--- src/rtl/vx_cache_pkg.sv ---
// Shared definitions for the cache bank request scheduler.
// - SRC_* : encodings of the st1 request source (st1_src).
// - sched_state_e : scheduler FSM states.
package vx_cache_pkg;

  localparam logic [1:0] SRC_FILL = 2'd0;
  localparam logic [1:0] SRC_MRVQ = 2'd1;
  localparam logic [1:0] SRC_SNP  = 2'd2;
  localparam logic [1:0] SRC_CORE = 2'd3;

  typedef enum logic [1:0] {
    S_INIT  = 2'd0,
    S_RUN   = 2'd1,
    S_FLUSH = 2'd2
  } sched_state_e;

endpackage

--- src/rtl/vx_bank_prio_arbiter.sv ---
// Combinational 4-way fixed-priority arbiter.
// Ports:
//   req     in  4  request per source, indexed by SRC_* encoding
//   promote in  1  lift core to rank directly below fill
//   gnt     out 4  one-hot grant (all zero when nothing requests)
// Normal order: fill > mrvq > snp > core.
// Promoted order: fill > core > mrvq > snp.
module vx_bank_prio_arbiter
  import vx_cache_pkg::*;
(
  input  logic [3:0] req,
  input  logic       promote,
  output logic [3:0] gnt
);

  always_comb begin
    gnt = '0;
    if (req[SRC_FILL]) begin
      gnt[SRC_FILL] = 1'b1;
    end else if (promote && req[SRC_CORE]) begin
      gnt[SRC_CORE] = 1'b1;
    end else if (req[SRC_MRVQ]) begin
      gnt[SRC_MRVQ] = 1'b1;
    end else if (req[SRC_SNP]) begin
      gnt[SRC_SNP] = 1'b1;
    end else if (req[SRC_CORE]) begin
      gnt[SRC_CORE] = 1'b1;
    end
  end

endmodule

--- src/rtl/vx_bank_req_sched.sv ---
// Per-bank input scheduler feeding the tag/data access stage (st1).
// Arbitrates DRAM fill, miss-reserve replay (mrvq), snoop and core requests
// into a single st1 register, and runs a line-invalidate sweep after reset
// and on flush request.
// Ports:
//   clk, reset                  clock, asynchronous active-high reset
//   stall_bank_pipe             hold st1 and counters, no grants
//   fill_*  / fill_ready        DRAM fill request (addr, data)
//   mrvq_*  / mrvq_ready        miss-reserve replay request
//   snp_*   / snp_ready         snoop request (addr, invalidate flag)
//   core_*  / core_ready        core request
//   mrvq_almost_full            blocks core requests
//   snprsp_full                 blocks snoop requests
//   flush_req                   start an invalidate sweep (sampled in RUN)
//   flush_busy                  sweep in progress (INIT/FLUSH)
//   flush_done                  one-cycle pulse after the last sweep op
//   st1_*                       registered st1 request
module vx_bank_req_sched
  import vx_cache_pkg::*;
#(
  parameter int LINE_ADDR_WIDTH = 26,
  parameter int LINE_WIDTH      = 128,
  parameter int WORD_SIZE       = 4,
  parameter int WORD_SEL_WIDTH  = 2,
  parameter int TAG_ID_BITS     = 8,
  parameter int NUM_LINES       = 64,
  parameter int STARVE_LIMIT    = 8
) (
  input  logic                       clk,
  input  logic                       reset,
  input  logic                       stall_bank_pipe,

  input  logic                       fill_valid,
  output logic                       fill_ready,
  input  logic [LINE_ADDR_WIDTH-1:0] fill_addr,
  input  logic [LINE_WIDTH-1:0]      fill_data,

  input  logic                       mrvq_valid,
  output logic                       mrvq_ready,
  input  logic [LINE_ADDR_WIDTH-1:0] mrvq_addr,
  input  logic [8*WORD_SIZE-1:0]     mrvq_word,
  input  logic                       mrvq_rw,
  input  logic [WORD_SIZE-1:0]       mrvq_byteen,
  input  logic [WORD_SEL_WIDTH-1:0]  mrvq_wsel,
  input  logic [TAG_ID_BITS-1:0]     mrvq_tag,

  input  logic                       snp_valid,
  output logic                       snp_ready,
  input  logic [LINE_ADDR_WIDTH-1:0] snp_addr,
  input  logic                       snp_inv,

  input  logic                       core_valid,
  output logic                       core_ready,
  input  logic [LINE_ADDR_WIDTH-1:0] core_addr,
  input  logic [8*WORD_SIZE-1:0]     core_word,
  input  logic                       core_rw,
  input  logic [WORD_SIZE-1:0]       core_byteen,
  input  logic [WORD_SEL_WIDTH-1:0]  core_wsel,
  input  logic [TAG_ID_BITS-1:0]     core_tag,

  input  logic                       mrvq_almost_full,
  input  logic                       snprsp_full,

  input  logic                       flush_req,
  output logic                       flush_busy,
  output logic                       flush_done,

  output logic                       st1_valid,
  output logic                       st1_writefill,
  output logic                       st1_is_snp,
  output logic                       st1_snp_inv,
  output logic                       st1_rw,
  output logic                       st1_flush,
  output logic [1:0]                 st1_src,
  output logic [LINE_ADDR_WIDTH-1:0] st1_addr,
  output logic [LINE_WIDTH-1:0]      st1_data,
  output logic [8*WORD_SIZE-1:0]     st1_word,
  output logic [WORD_SIZE-1:0]       st1_byteen,
  output logic [WORD_SEL_WIDTH-1:0]  st1_wsel,
  output logic [TAG_ID_BITS-1:0]     st1_tag
);

  localparam int IDX_W = (NUM_LINES > 1) ? $clog2(NUM_LINES) : 1;
  localparam int CNT_W = $clog2(STARVE_LIMIT + 1);

  sched_state_e     state;
  logic [IDX_W-1:0] sweep_idx;
  logic [CNT_W-1:0] starve_cnt;

  logic       advance;
  logic       in_run;
  logic       core_elig;
  logic       snp_elig;
  logic       promote;
  logic       sweep_last;
  logic [3:0] req;
  logic [3:0] gnt;
  logic [LINE_ADDR_WIDTH-1:0] sweep_addr;

  assign advance    = ~stall_bank_pipe;
  assign in_run     = (state == S_RUN);
  assign core_elig  = core_valid & ~mrvq_almost_full;
  assign snp_elig   = snp_valid & ~snprsp_full;
  assign promote    = (starve_cnt == CNT_W'(STARVE_LIMIT));
  assign sweep_last = (sweep_idx == IDX_W'(NUM_LINES - 1));
  assign sweep_addr = LINE_ADDR_WIDTH'(sweep_idx);
  assign flush_busy = ~in_run;

  always_comb begin
    req           = '0;
    req[SRC_FILL] = fill_valid;
    req[SRC_MRVQ] = mrvq_valid;
    req[SRC_SNP]  = snp_elig;
    req[SRC_CORE] = core_elig;
  end

  vx_bank_prio_arbiter u_arbiter (
    .req     (req),
    .promote (promote),
    .gnt     (gnt)
  );

  // Grants are only visible as readies in RUN on an advancing cycle, so the
  // sweep and a stall never consume a request.
  assign fill_ready = advance & in_run & gnt[SRC_FILL];
  assign mrvq_ready = advance & in_run & gnt[SRC_MRVQ];
  assign snp_ready  = advance & in_run & gnt[SRC_SNP];
  assign core_ready = advance & in_run & gnt[SRC_CORE];

  // FSM, sweep index, starvation counter and st1 register. On an advancing
  // cycle every st1 field is first cleared so that fields a source does not
  // carry read as zero, then the winning op overwrites its own fields.
  always_ff @(posedge clk or posedge reset) begin
    if (reset) begin
      state         <= S_INIT;
      sweep_idx     <= '0;
      starve_cnt    <= '0;
      flush_done    <= 1'b0;
      st1_valid     <= 1'b0;
      st1_writefill <= 1'b0;
      st1_is_snp    <= 1'b0;
      st1_snp_inv   <= 1'b0;
      st1_rw        <= 1'b0;
      st1_flush     <= 1'b0;
      st1_src       <= '0;
      st1_addr      <= '0;
      st1_data      <= '0;
      st1_word      <= '0;
      st1_byteen    <= '0;
      st1_wsel      <= '0;
      st1_tag       <= '0;
    end else begin
      flush_done <= 1'b0;
      if (advance) begin
        st1_valid     <= 1'b0;
        st1_writefill <= 1'b0;
        st1_is_snp    <= 1'b0;
        st1_snp_inv   <= 1'b0;
        st1_rw        <= 1'b0;
        st1_flush     <= 1'b0;
        st1_src       <= '0;
        st1_addr      <= '0;
        st1_data      <= '0;
        st1_word      <= '0;
        st1_byteen    <= '0;
        st1_wsel      <= '0;
        st1_tag       <= '0;

        case (state)
          S_INIT, S_FLUSH: begin
            st1_valid   <= 1'b1;
            st1_is_snp  <= 1'b1;
            st1_snp_inv <= 1'b1;
            st1_flush   <= 1'b1;
            st1_addr    <= sweep_addr;
            if (sweep_last) begin
              state      <= S_RUN;
              sweep_idx  <= '0;
              flush_done <= 1'b1;
            end else begin
              sweep_idx <= sweep_idx + 1'b1;
            end
          end

          S_RUN: begin
            if (gnt[SRC_FILL]) begin
              st1_valid     <= 1'b1;
              st1_src       <= SRC_FILL;
              st1_writefill <= 1'b1;
              st1_addr      <= fill_addr;
              st1_data      <= fill_data;
            end else if (gnt[SRC_MRVQ]) begin
              st1_valid  <= 1'b1;
              st1_src    <= SRC_MRVQ;
              st1_addr   <= mrvq_addr;
              st1_word   <= mrvq_word;
              st1_rw     <= mrvq_rw;
              st1_byteen <= mrvq_byteen;
              st1_wsel   <= mrvq_wsel;
              st1_tag    <= mrvq_tag;
            end else if (gnt[SRC_SNP]) begin
              st1_valid   <= 1'b1;
              st1_src     <= SRC_SNP;
              st1_is_snp  <= 1'b1;
              st1_snp_inv <= snp_inv;
              st1_addr    <= snp_addr;
            end else if (gnt[SRC_CORE]) begin
              st1_valid  <= 1'b1;
              st1_src    <= SRC_CORE;
              st1_addr   <= core_addr;
              st1_word   <= core_word;
              st1_rw     <= core_rw;
              st1_byteen <= core_byteen;
              st1_wsel   <= core_wsel;
              st1_tag    <= core_tag;
            end

            // Starvation only counts cycles where core could have gone but
            // lost; a core blocked by mrvq_almost_full keeps its count.
            if (!core_valid || gnt[SRC_CORE]) begin
              starve_cnt <= '0;
            end else if (core_elig && !promote) begin
              starve_cnt <= starve_cnt + 1'b1;
            end

            if (flush_req) begin
              state <= S_FLUSH;
            end
          end

          default: begin
            state     <= S_INIT;
            sweep_idx <= '0;
          end
        endcase
      end
    end
  end

endmodule

--- config.mk ---
export PLATFORM = sky130hd
export DESIGN_NAME = vx_bank_req_sched
export DESIGN_NICKNAME = d
export VERILOG_FILES = /design/src/rtl/vx_cache_pkg.sv /design/src/rtl/vx_bank_prio_arbiter.sv /design/src/rtl/vx_bank_req_sched.sv
export SDC_FILE = /design/constraint.sdc
export NUM_CORES = 1
export LEC_CHECK = 0
export BUFFER_PORTS_ARGS = -buffer_cell sky130_fd_sc_hd__buf_2
export CAP_MARGIN = 10
export CORE_AREA = 2 2 214 216
export DETAILED_ROUTE_END_ITERATION = 8
export DIE_AREA = 0 0 216 218
export PLACE_DENSITY_LB_ADDON = 0.05
export SYNTH_ARGS = -nofsm -noshare
export SYNTH_HDL_FRONTEND = slang
export SYNTH_SLANG_ARGS = --single-unit
--- constraint.sdc ---
create_clock -name clk -period 13.7 [get_ports clk]
set_clock_uncertainty 0.2 [all_clocks]
set_input_delay 2.74 -clock clk [delete_from_list [all_inputs] [get_ports clk]]
set_output_delay 2.74 -clock clk [all_outputs]
set_load 0.03 [all_outputs]
Word level (Yosys, flattened, before mapping)
Cells that the tools add are included.
Widths: inputs -> output; s select.
{"block": "word_totals", "inputBits": 337, "elab_cells": 119, "ff_bits": 221, "out_inout_bits": 214}
{"block": "classes", "n_addsub": 2, "n_reduce_logical": 11, "eq_ne": 6, "bitwise_logic": 11, "n_mux": 72}
{"cell": "$mux 128", "n": 2}
{"cell": "$mux 32", "n": 5}
{"cell": "$mux 26", "n": 4}
{"cell": "$pmux 26 s2", "n": 1}
{"cell": "$mux 8", "n": 5}
{"cell": "$mux 2", "n": 14}
{"cell": "$mux 4", "n": 7}
{"cell": "$mux 1", "n": 27}
{"cell": "$pmux 6 s2", "n": 1}
{"cell": "$and 1x1->1", "n": 7}
{"cell": "$add 6x1->6 const B", "n": 1}
{"cell": "$eq 6x6->1 const B", "n": 1}
{"cell": "$mux 6", "n": 1}
{"cell": "$pmux 1 s2", "n": 3}
{"cell": "$reduce_and 3->1", "n": 2}
{"cell": "$add 4x1->4 const B", "n": 1}
{"cell": "$eq 4x4->1 const B", "n": 1}
{"cell": "$ne 2x2->1 const B", "n": 2}
{"cell": "$not 1->1", "n": 4}
{"cell": "$pmux 2 s2", "n": 1}
{"cell": "$mux 3", "n": 1}
{"cell": "$eq 2x1->1 const B", "n": 1}
{"cell": "$eq 2x2->1 const B", "n": 1}
{"cell": "$logic_and 1x1->1", "n": 2}
{"cell": "other kinds (6)", "n": 7}

Longest topological paths before layout
Gate-level depths: netlist of run 1.
{"block": "logic_depth", "depth_word": 12, "depth_mapped": 10}

Hierarchy
Synthesis of run 1 repeated with hierarchy kept, for this count alone.
{"block": "hier_totals", "cells_unflattened": 781, "hier_area_um2": 9399.0}
{"module": "vx_bank_req_sched", "instances": 1, "seq_area_each_um2": 5530.3, "area_each_um2": 9354.0, "cells_each": 775}
{"module": "vx_bank_prio_arbiter", "instances": 1, "seq_area_each_um2": 0.0, "area_each_um2": 45.0, "cells_each": 6}

Worst setup path after synthesis of run 1
No wires, ideal clock.
{"block": "synth_path", "kind": "input-to-output", "start": "in stall_bank_pipe", "end": "out snp_ready", "slack_ns": 6.196, "arrival_time_ns": 4.564, "stages": 5, "cell_sequence": "buf_6 -> or3b_1 -> buf_6 -> clkbuf_1 -> nor4_1"}
{"block": "synth_between", "elab_chain_cells": 3}
{"item": "from (decl)", "line_no": "vx_bank_req_sched.sv:31", "text": "input logic stall_bank_pipe,"}
{"item": "$not 1->1 (no line)"}
{"item": "$and 1x1->1 (2 in series)", "line_no": "vx_bank_req_sched.sv:127", "text": "assign snp_ready = advance & in_run & gnt[SRC_SNP];"}
{"item": "to (decl)", "line_no": "vx_bank_req_sched.sv:48", "text": "output logic snp_ready,"}
Every way passes these cells.

Worst setup path after layout of run 1
{"block": "layout_path", "start": "in stall_bank_pipe", "end": "out mrvq_ready"}
{"block": "layout_between", "elab_chain_cells": 3}
{"item": "$not 1->1 (no line)"}
{"item": "$and 1x1->1 (2 in series)", "line_no": "vx_bank_req_sched.sv:126", "text": "assign mrvq_ready = advance & in_run & gnt[SRC_MRVQ];"}
{"item": "to (decl)", "line_no": "vx_bank_req_sched.sv:39", "text": "output logic mrvq_ready,"}
Every way passes these cells.

==> results.py, run 1 <==
metrics = {
    "outcome": {
        "status": "complete, no violations",
    },
    "yosys": {
        "synth-simple-area-share": 0.08903,
        "yosys_warnings": 0,
        "synth_compound_area_frac": 0.2678,
        "ys_ff_latch": 221,
        "synth_top_family_by_area": "compound AO/OA/AOI/OAI gates",
        "synthesis.nets": 1113,
        "syn_area_mm2": 0.009275,
        "synthCells": 773,
        "synth_edf_count": 0,
        "synthFlopType": "dfrtp_1",
        "ys_seq_area_frac": 0.5962,
        "synth_async_sr_flop_share": 1.000,
        "synth-adder-area-share": 0.004047,
        "syn_area_per_cell_um2": 12.00,
        "synthMuxAreaShare": 0.002158,
        "synth-xor-area-share": 0.002833,
        "synth_cell_types": 50,
    },
    "worst_hold_path": {
        "hold_class": "reg -> reg",
        "whs_path_depth": 1,
        "whs_endpoint": "st1_writefill",
        "hp-start": "st1_writefill",
    },
    "place": {
        "pre_cts_slack_ns": 5.878,
        "gp_congestion": 0.8206,
        "dp_cells": 1867,
        "io_buffers": 550,
        "dp_hpwl_um": 27820,
    },
    "setup_path": {
        "required_ns": 10.76,
        "r2r-end": "st1_addr[5]",
        "worstReg2RegStart": "state[0]",
        "worstRegToRegCells": 7,
        "r2r_setup_slack_ns": 10.56,
        "arrival_ns": 4.90,
        "path_class": "in -> out",
        "cp-start-kind": "primary input",
        "endpoint_kind": "output port",
        "crit_path_max_fanout": 71,
    },
    "timing": {
        "period_needed_ns": 7.840,
        "worst_pin_slew_ns": 0.9515,
        "setup_tns_ns": 0,
        "slew_headroom": 0.3657,
        "timing.final.max_slew_violations": 0,
        "worst_slack_ns": 5.860,
        "setup_violations": 0,
        "fmax_mhz": 127.6,
        "hold_violations": 0,
        "period_share": 0.5722,
        "rsz0062_at_grt": "false",
    },
    "pwr": {
        "pwr_density_cell_mw_per_mm2": 150.4,
        "internal_power_mw": 1.364,
        "p_seq_frac": 0.389,
        "sw_frac_of_total": 0.3298,
        "p_comb_frac": 0.237,
        "clock_power_share": 0.374,
        "total_leakage_power_nw": 7.298,
        "peakVddDrop_mv": 0.07848,
        "switching_power_uw": 671.2,
    },
    "drt": {
        "ant_nets": 0,
        "first_pass_iters": 4,
        "drcViolationCount": 0,
        "drt_wl_total_um": 39350,
        "routedWlPerCell_um": 20.46,
        "via_per_inst": 4.491,
        "vias": 8637,
        "initialDrtViolationCount": 469,
    },
    "grt": {
        "grt_overflow": 0,
        "grtUsageTotal": 0.1591,
        "antenna_found_initial": 8,
        "grt_first_pass_wirelength_um": 57790,
        "grt_max_degree": 103,
        "first_global_vias": 8902,
    },
    "floorplanning": {
        "start_util": 0.2066,
        "die_area_mm2": 0.04709,
        "core_mm2": 0.04489,
        "std_cell_rows": 78,
        "die_y_um": 218,
        "die_x_um": 216,
        "io_pins": 551,
    },
    "final_layout": {
        "fill_cells": 4804,
        "drive_gt1_frac": 0.4716,
        "stdcell_count": 1923,
        "layout.nets": 1637,
        "area_growth_syn_to_layout_pct": 45.89,
    },
    "flow_run": {
        "max-cap-violations": 0,
    },
    "clocking": {
        "path_clk_slew_ns": 0.06,
        "cts_buffer_depth": 3,
        "root_buffer": "clkbuf_16",
        "postCtsSetupBuffers": 0,
        "clock_sinks": 221,
        "cts_resized": 0,
        "cts_inserted_buffers": 28,
        "htreeDepth": 1,
        "clock_latency_ns": 0.55,
        "hold_buffers": 0,
        "cts_tree": "done",
    },
}
## worst max-delay path by stage
stage	endpoint	slack, ns	from
after floorplan	flush_done	4.71	reset
after global placement	mrvq_ready	5.89	stall_bank_pipe
after detailed placement	mrvq_ready	5.88	stall_bank_pipe
after CTS	mrvq_ready	5.88	stall_bank_pipe
after global routing	mrvq_ready	5.76	stall_bank_pipe
final	mrvq_ready	5.86	stall_bank_pipe
## power by group through the flow
| stage | clock [mW] | sequential, mW | combinational [mW] |
|---|---|---|---|
| detailed placement | 0 | 0.801 | 0.491 |
| floorplan | 0 | 0.930 | 0.166 |
| global route | 0.822 | 0.804 | 0.519 |
| CTS | 0.795 | 0.792 | 0.491 |
| global placement | 0 | 0.803 | 0.492 |
| finish | 0.762 | 0.792 | 0.482 |
## layout make-up
class,count,area (µm²),share of cell area
clock buffers,43,848.3,0.06269
diodes,4,10.01,0.0007397
multi-input cells,476,3401,0.2513
clock inverters,9,101.3,0.007490
well taps,600,750.7,0.05548
flip-flops and latches,221,5530,0.4087
inverters,7,33.78,0.002497
repair buffers,563,2856,0.2111
## cells by family after synthesis
family	count (synthesis)
buffers and inverters	76
and+or+nand+nor	144
adders and majority gates	3
muxes	2
AOI/OAI and AO/OA	324
xor gates and xnor gates	3
DFF	221
## placed cells by master, fill, tap and decap left out, types with 3 or more instances in the layout
cell / count
diode_2: 4
nor2b_1: 6
nor4_1: 3
a22o_1: 129
o31ai_1: 13
nor3_1: 3
dfrtp_1: 221
ha_1: 3
nor3b_1: 5
a21o_1: 3
buf_4: 13
nor2_4: 3
a221o_1: 49
clkbuf_8: 7
nand2b_1: 5
clkinv_2: 5
and2_1: 47
o21ai_0: 47
a21oi_1: 48
a221oi_1: 3
nand3_1: 3
nand2_1: 27
buf_2: 549
a22oi_1: 15
clkbuf_1: 7
inv_1: 5
o22ai_1: 10
nor2_1: 27
clkbuf_16: 29
## state kept, by name, summed over array words and instances (netlist names), 4 cells and up
| signal | flops |
|---|---|
| st1_word | 32 |
| st1_byteen | 4 |
| st1_addr | 26 |
| st1_tag | 8 |
| st1_data | 128 |
| starve_cnt | 4 |
| sweep_idx | 6 |
## metrics by stage
| step | area, µm² | utilization | power, mW | hold WS [ns] |
|---|---|---|---|---|
| after floorplan | 9275 | - | 1.096 | 0.2890 |
| after global placement | 12570 | 0.2800 | 1.295 | 0.2620 |
| after detailed placement | 12570 | 0.2800 | 1.292 | 0.2640 |
| after CTS | 13520 | 0.3012 | 2.078 | 0.2775 |
| after global routing | 13530 | 0.3014 | 2.145 | 0.3087 |
| final | 13530 | 0.3014 | 2.035 | 0.2719 |
## cell usage after synthesis (2+ instances only)
cell      number  area share
a21oi_1       48       0.026
a21o_1         3      0.0024
nand2_1       27       0.011
dfrtp_1      221        0.60
a22o_1       129        0.12
buf_6          4      0.0049
nand2b_1       5      0.0034
xor2_1         2      0.0019
a221o_1       49       0.053
o31ai_1       13       0.011
clkbuf_1      36       0.015
nor2_4         2      0.0024
o21ai_0       47       0.025
buf_1          2     0.00081
o311a_1        2      0.0022
nor3b_1        5      0.0040
buf_2         26       0.014
a221oi_1       3      0.0028
mux2i_1        2      0.0022
nand2b_4       2      0.0030
inv_1          6      0.0024
or2_2          2      0.0013
nor2b_1        6      0.0040
nor3_1         3      0.0016
nor4_1         3      0.0020
and2_1        47       0.032
nor2_1        28       0.011
ha_1           3      0.0040
a22oi_1       15       0.012
nand3_1        3      0.0016
o22ai_1       10      0.0067
## per-layer routing
layer / GRT usage / part of all wire / vias to the layer above
met4: 0.04178 / 0.018 / 8
met3: 0.04658 / 0.078 / 51
met1: 0.1956 / 0.41 / 4244
met2: 0.2723 / 0.49 / 342
met5: 0 / 0.0014 / -
li1: - / - / 3992
## critical path, cell delays in order
cell and delay (ns):
buf_6 0.21, or3b_1 0.44, buf_4 0.22, nand2b_4 0.19, nor2_4 0.11, buf_4 0.50, buf_2 0.32
(Power assumes the default switching activity.)
==> run 2: changes to the inputs <==
clock period = 7.5 ns   (was 13.7 ns; I/O delays follow)
==> run 2 against run 1 <==
Effect of this change: combinational power grew 83%; sequential power grew 83%; register-to-register slack lost 6.2 ns; first-iteration DRC count shrank 9.4%; die area is the same; via count shrank 0.58%; power grew 83%; count of clock-buffer cells in the layout grew 1; sequential share of layout area is essentially flat; sequential cell count is the same.
==> results.py, run 2 (synthesis results as in run 1) <==
metrics = {
    "outcome": {
        "status": "complete, no violations",
    },
    "final_layout": {
        "largestRegisters": "st1_data (128), st1_word (32), st1_addr (26)",
        "regMostFlops": "st1_data",
        "multi_input_area_mm2": 0.003401,
        "seq_area_mm2": 0.005530,
        "fill_cells": 4780,
        "final_common_cell": "buf_2",
        "area_growth_syn_to_layout_pct": 45.78,
        "largest_reg_flops": 128,
        "layout.nets": 1636,
        "drive_gt1_frac": 0.4688,
        "mostFrequentLayoutCells": "buf_2, dfrtp_1, a22o_1, a221o_1, a21oi_1",
    },
    "setup_path": {
        "cp_cell_sequence": "buf_6 > or3b_1 > nand2b_4 > nor2_4 > buf_2",
        "worstSetupStartpoint": "stall_bank_pipe",
        "cp-start-kind": "primary input",
        "worstReg2RegStart": "state[0]",
        "crit_path_top_delay_cell": "or3b_1",
        "path_class": "in -> out",
        "endpoint_kind": "output port",
        "required_ns": 5.80,
        "arrival_ns": 3.43,
        "crit_path_max_fanout": 91,
        "critPathMaxStageDelay_ns": 0.81,
    },
    "grt": {
        "first_global_vias": 8893,
        "grtUsageTotal": 0.1652,
        "use_met1": 0.2015,
        "grt_first_pass_wirelength_um": 59640,
        "grtUsageMet2": 0.2846,
        "busiest_layer": "met2",
        "grt_max_degree": 146,
        "use_met3": 0.04854,
        "antenna_found_initial": 4,
        "grt_overflow": 0,
    },
    "floorplanning": {
        "std_cell_rows": 78,
        "start_util": 0.2066,
        "core_mm2": 0.04489,
        "die_area_mm2": 0.04709,
        "io_pins": 551,
        "die_y_um": 218,
        "die_x_um": 216,
    },
    "clocking": {
        "cts_buffer_depth": 3,
        "root_buffer": "clkbuf_16",
        "cts_tree": "done",
        "htreeDepth": 1,
        "clock_sinks": 221,
        "clock_latency_ns": 0.56,
        "postCtsSetupBuffers": 0,
        "cts_inserted_buffers": 29,
        "cts_resized": 0,
        "hold_buffers": 0,
        "path_clk_slew_ns": 0.05,
    },
    "drt": {
        "initialDrtViolationCount": 425,
        "ant_nets": 0,
        "via_per_inst": 4.470,
        "routedWlPerCell_um": 21.21,
        "drt_wl_total_um": 40750,
        "vias": 8587,
        "drcViolationCount": 0,
        "first_pass_iters": 4,
    },
    "timing": {
        "timing.final.max_slew_violations": 0,
        "worst_pin_slew_ns": 0.9885,
        "setup_tns_ns": 0,
        "period_needed_ns": 5.130,
        "hold_violations": 0,
        "setup_violations": 0,
        "fmax_mhz": 194.9,
        "rsz0062_at_grt": "false",
        "period_share": 0.6840,
        "worst_slack_ns": 2.370,
        "slew_headroom": 0.3410,
    },
    "place": {
        "dp_hpwl_um": 28850,
        "pre_cts_slack_ns": 2.334,
        "io_buffers": 550,
        "gp_congestion": 0.8312,
    },
    "worst_hold_path": {
        "hp-start": "st1_writefill",
        "hold_class": "reg -> reg",
    },
    "pwr": {
        "pwr_density_cell_mw_per_mm2": 274.9,
        "total_leakage_power_nw": 7.281,
        "peakVddDrop_mv": 0.1569,
    },
    "flow_run": {
        "max-cap-violations": 0,
    },
}
[run 2: critical path: cells and delay by family]
family,cells,cell delay [ns]
and+or+nand+nor,3,1.33
buffers and inverters,2,0.49
[run 2: cell type report]
type / instances / share of cell area
inverter: 7 / 0.002221
clock inverter: 7 / 0.006570
clock buffer: 44 / 0.06227
timing repair buffer: 561 / 0.2120
multi-input combinational: 476 / 0.2515
tap: 600 / 0.05552
sequential: 221 / 0.4090
antenna: 5 / 0.0009253
[run 2: metal layers]
metal,up-vias,share of wire
li1,3983,-
met1,4210,0.40
met2,351,0.50
met3,41,0.079
met4,2,0.019
met5,-,0.00032
[run 2: final timing paths]
check	end	slack, ns	depth (start not counted)
setup / recovery	mrvq_ready	2.37	5
hold / removal	st1_writefill	0.27	1
setup reg to reg	st1_wsel[0]	4.38	5
hold reg to reg	st1_writefill	0.27	1
max in group asynchronous	st1_addr[16]	4.94	4
min in group asynchronous	st1_data[64]	0.91	3
[run 2: power by group]
group	total (mW)	leakage, nW	switching [mW]	internal [mW]
Clock	1.39	0.460	0.551	0.835
Sequential	1.45	3.02	0.109	1.34
Combinational	0.882	3.80	0.575	0.307
[run 2: through the flow]
step	hold slack, ns	total power, mW	instances	util	cell area (µm²)
after global placement	0.2600	2.372	1865	0.2802	12580
after CTS	0.2764	3.800	1916	0.3009	13510
after global routing	0.2882	3.937	1918	0.3010	13510
after floorplan	0.2890	2.002	773	-	9279
final	0.2732	3.718	1921	0.3012	13520
after detailed placement	0.2631	2.369	1865	0.2802	12580
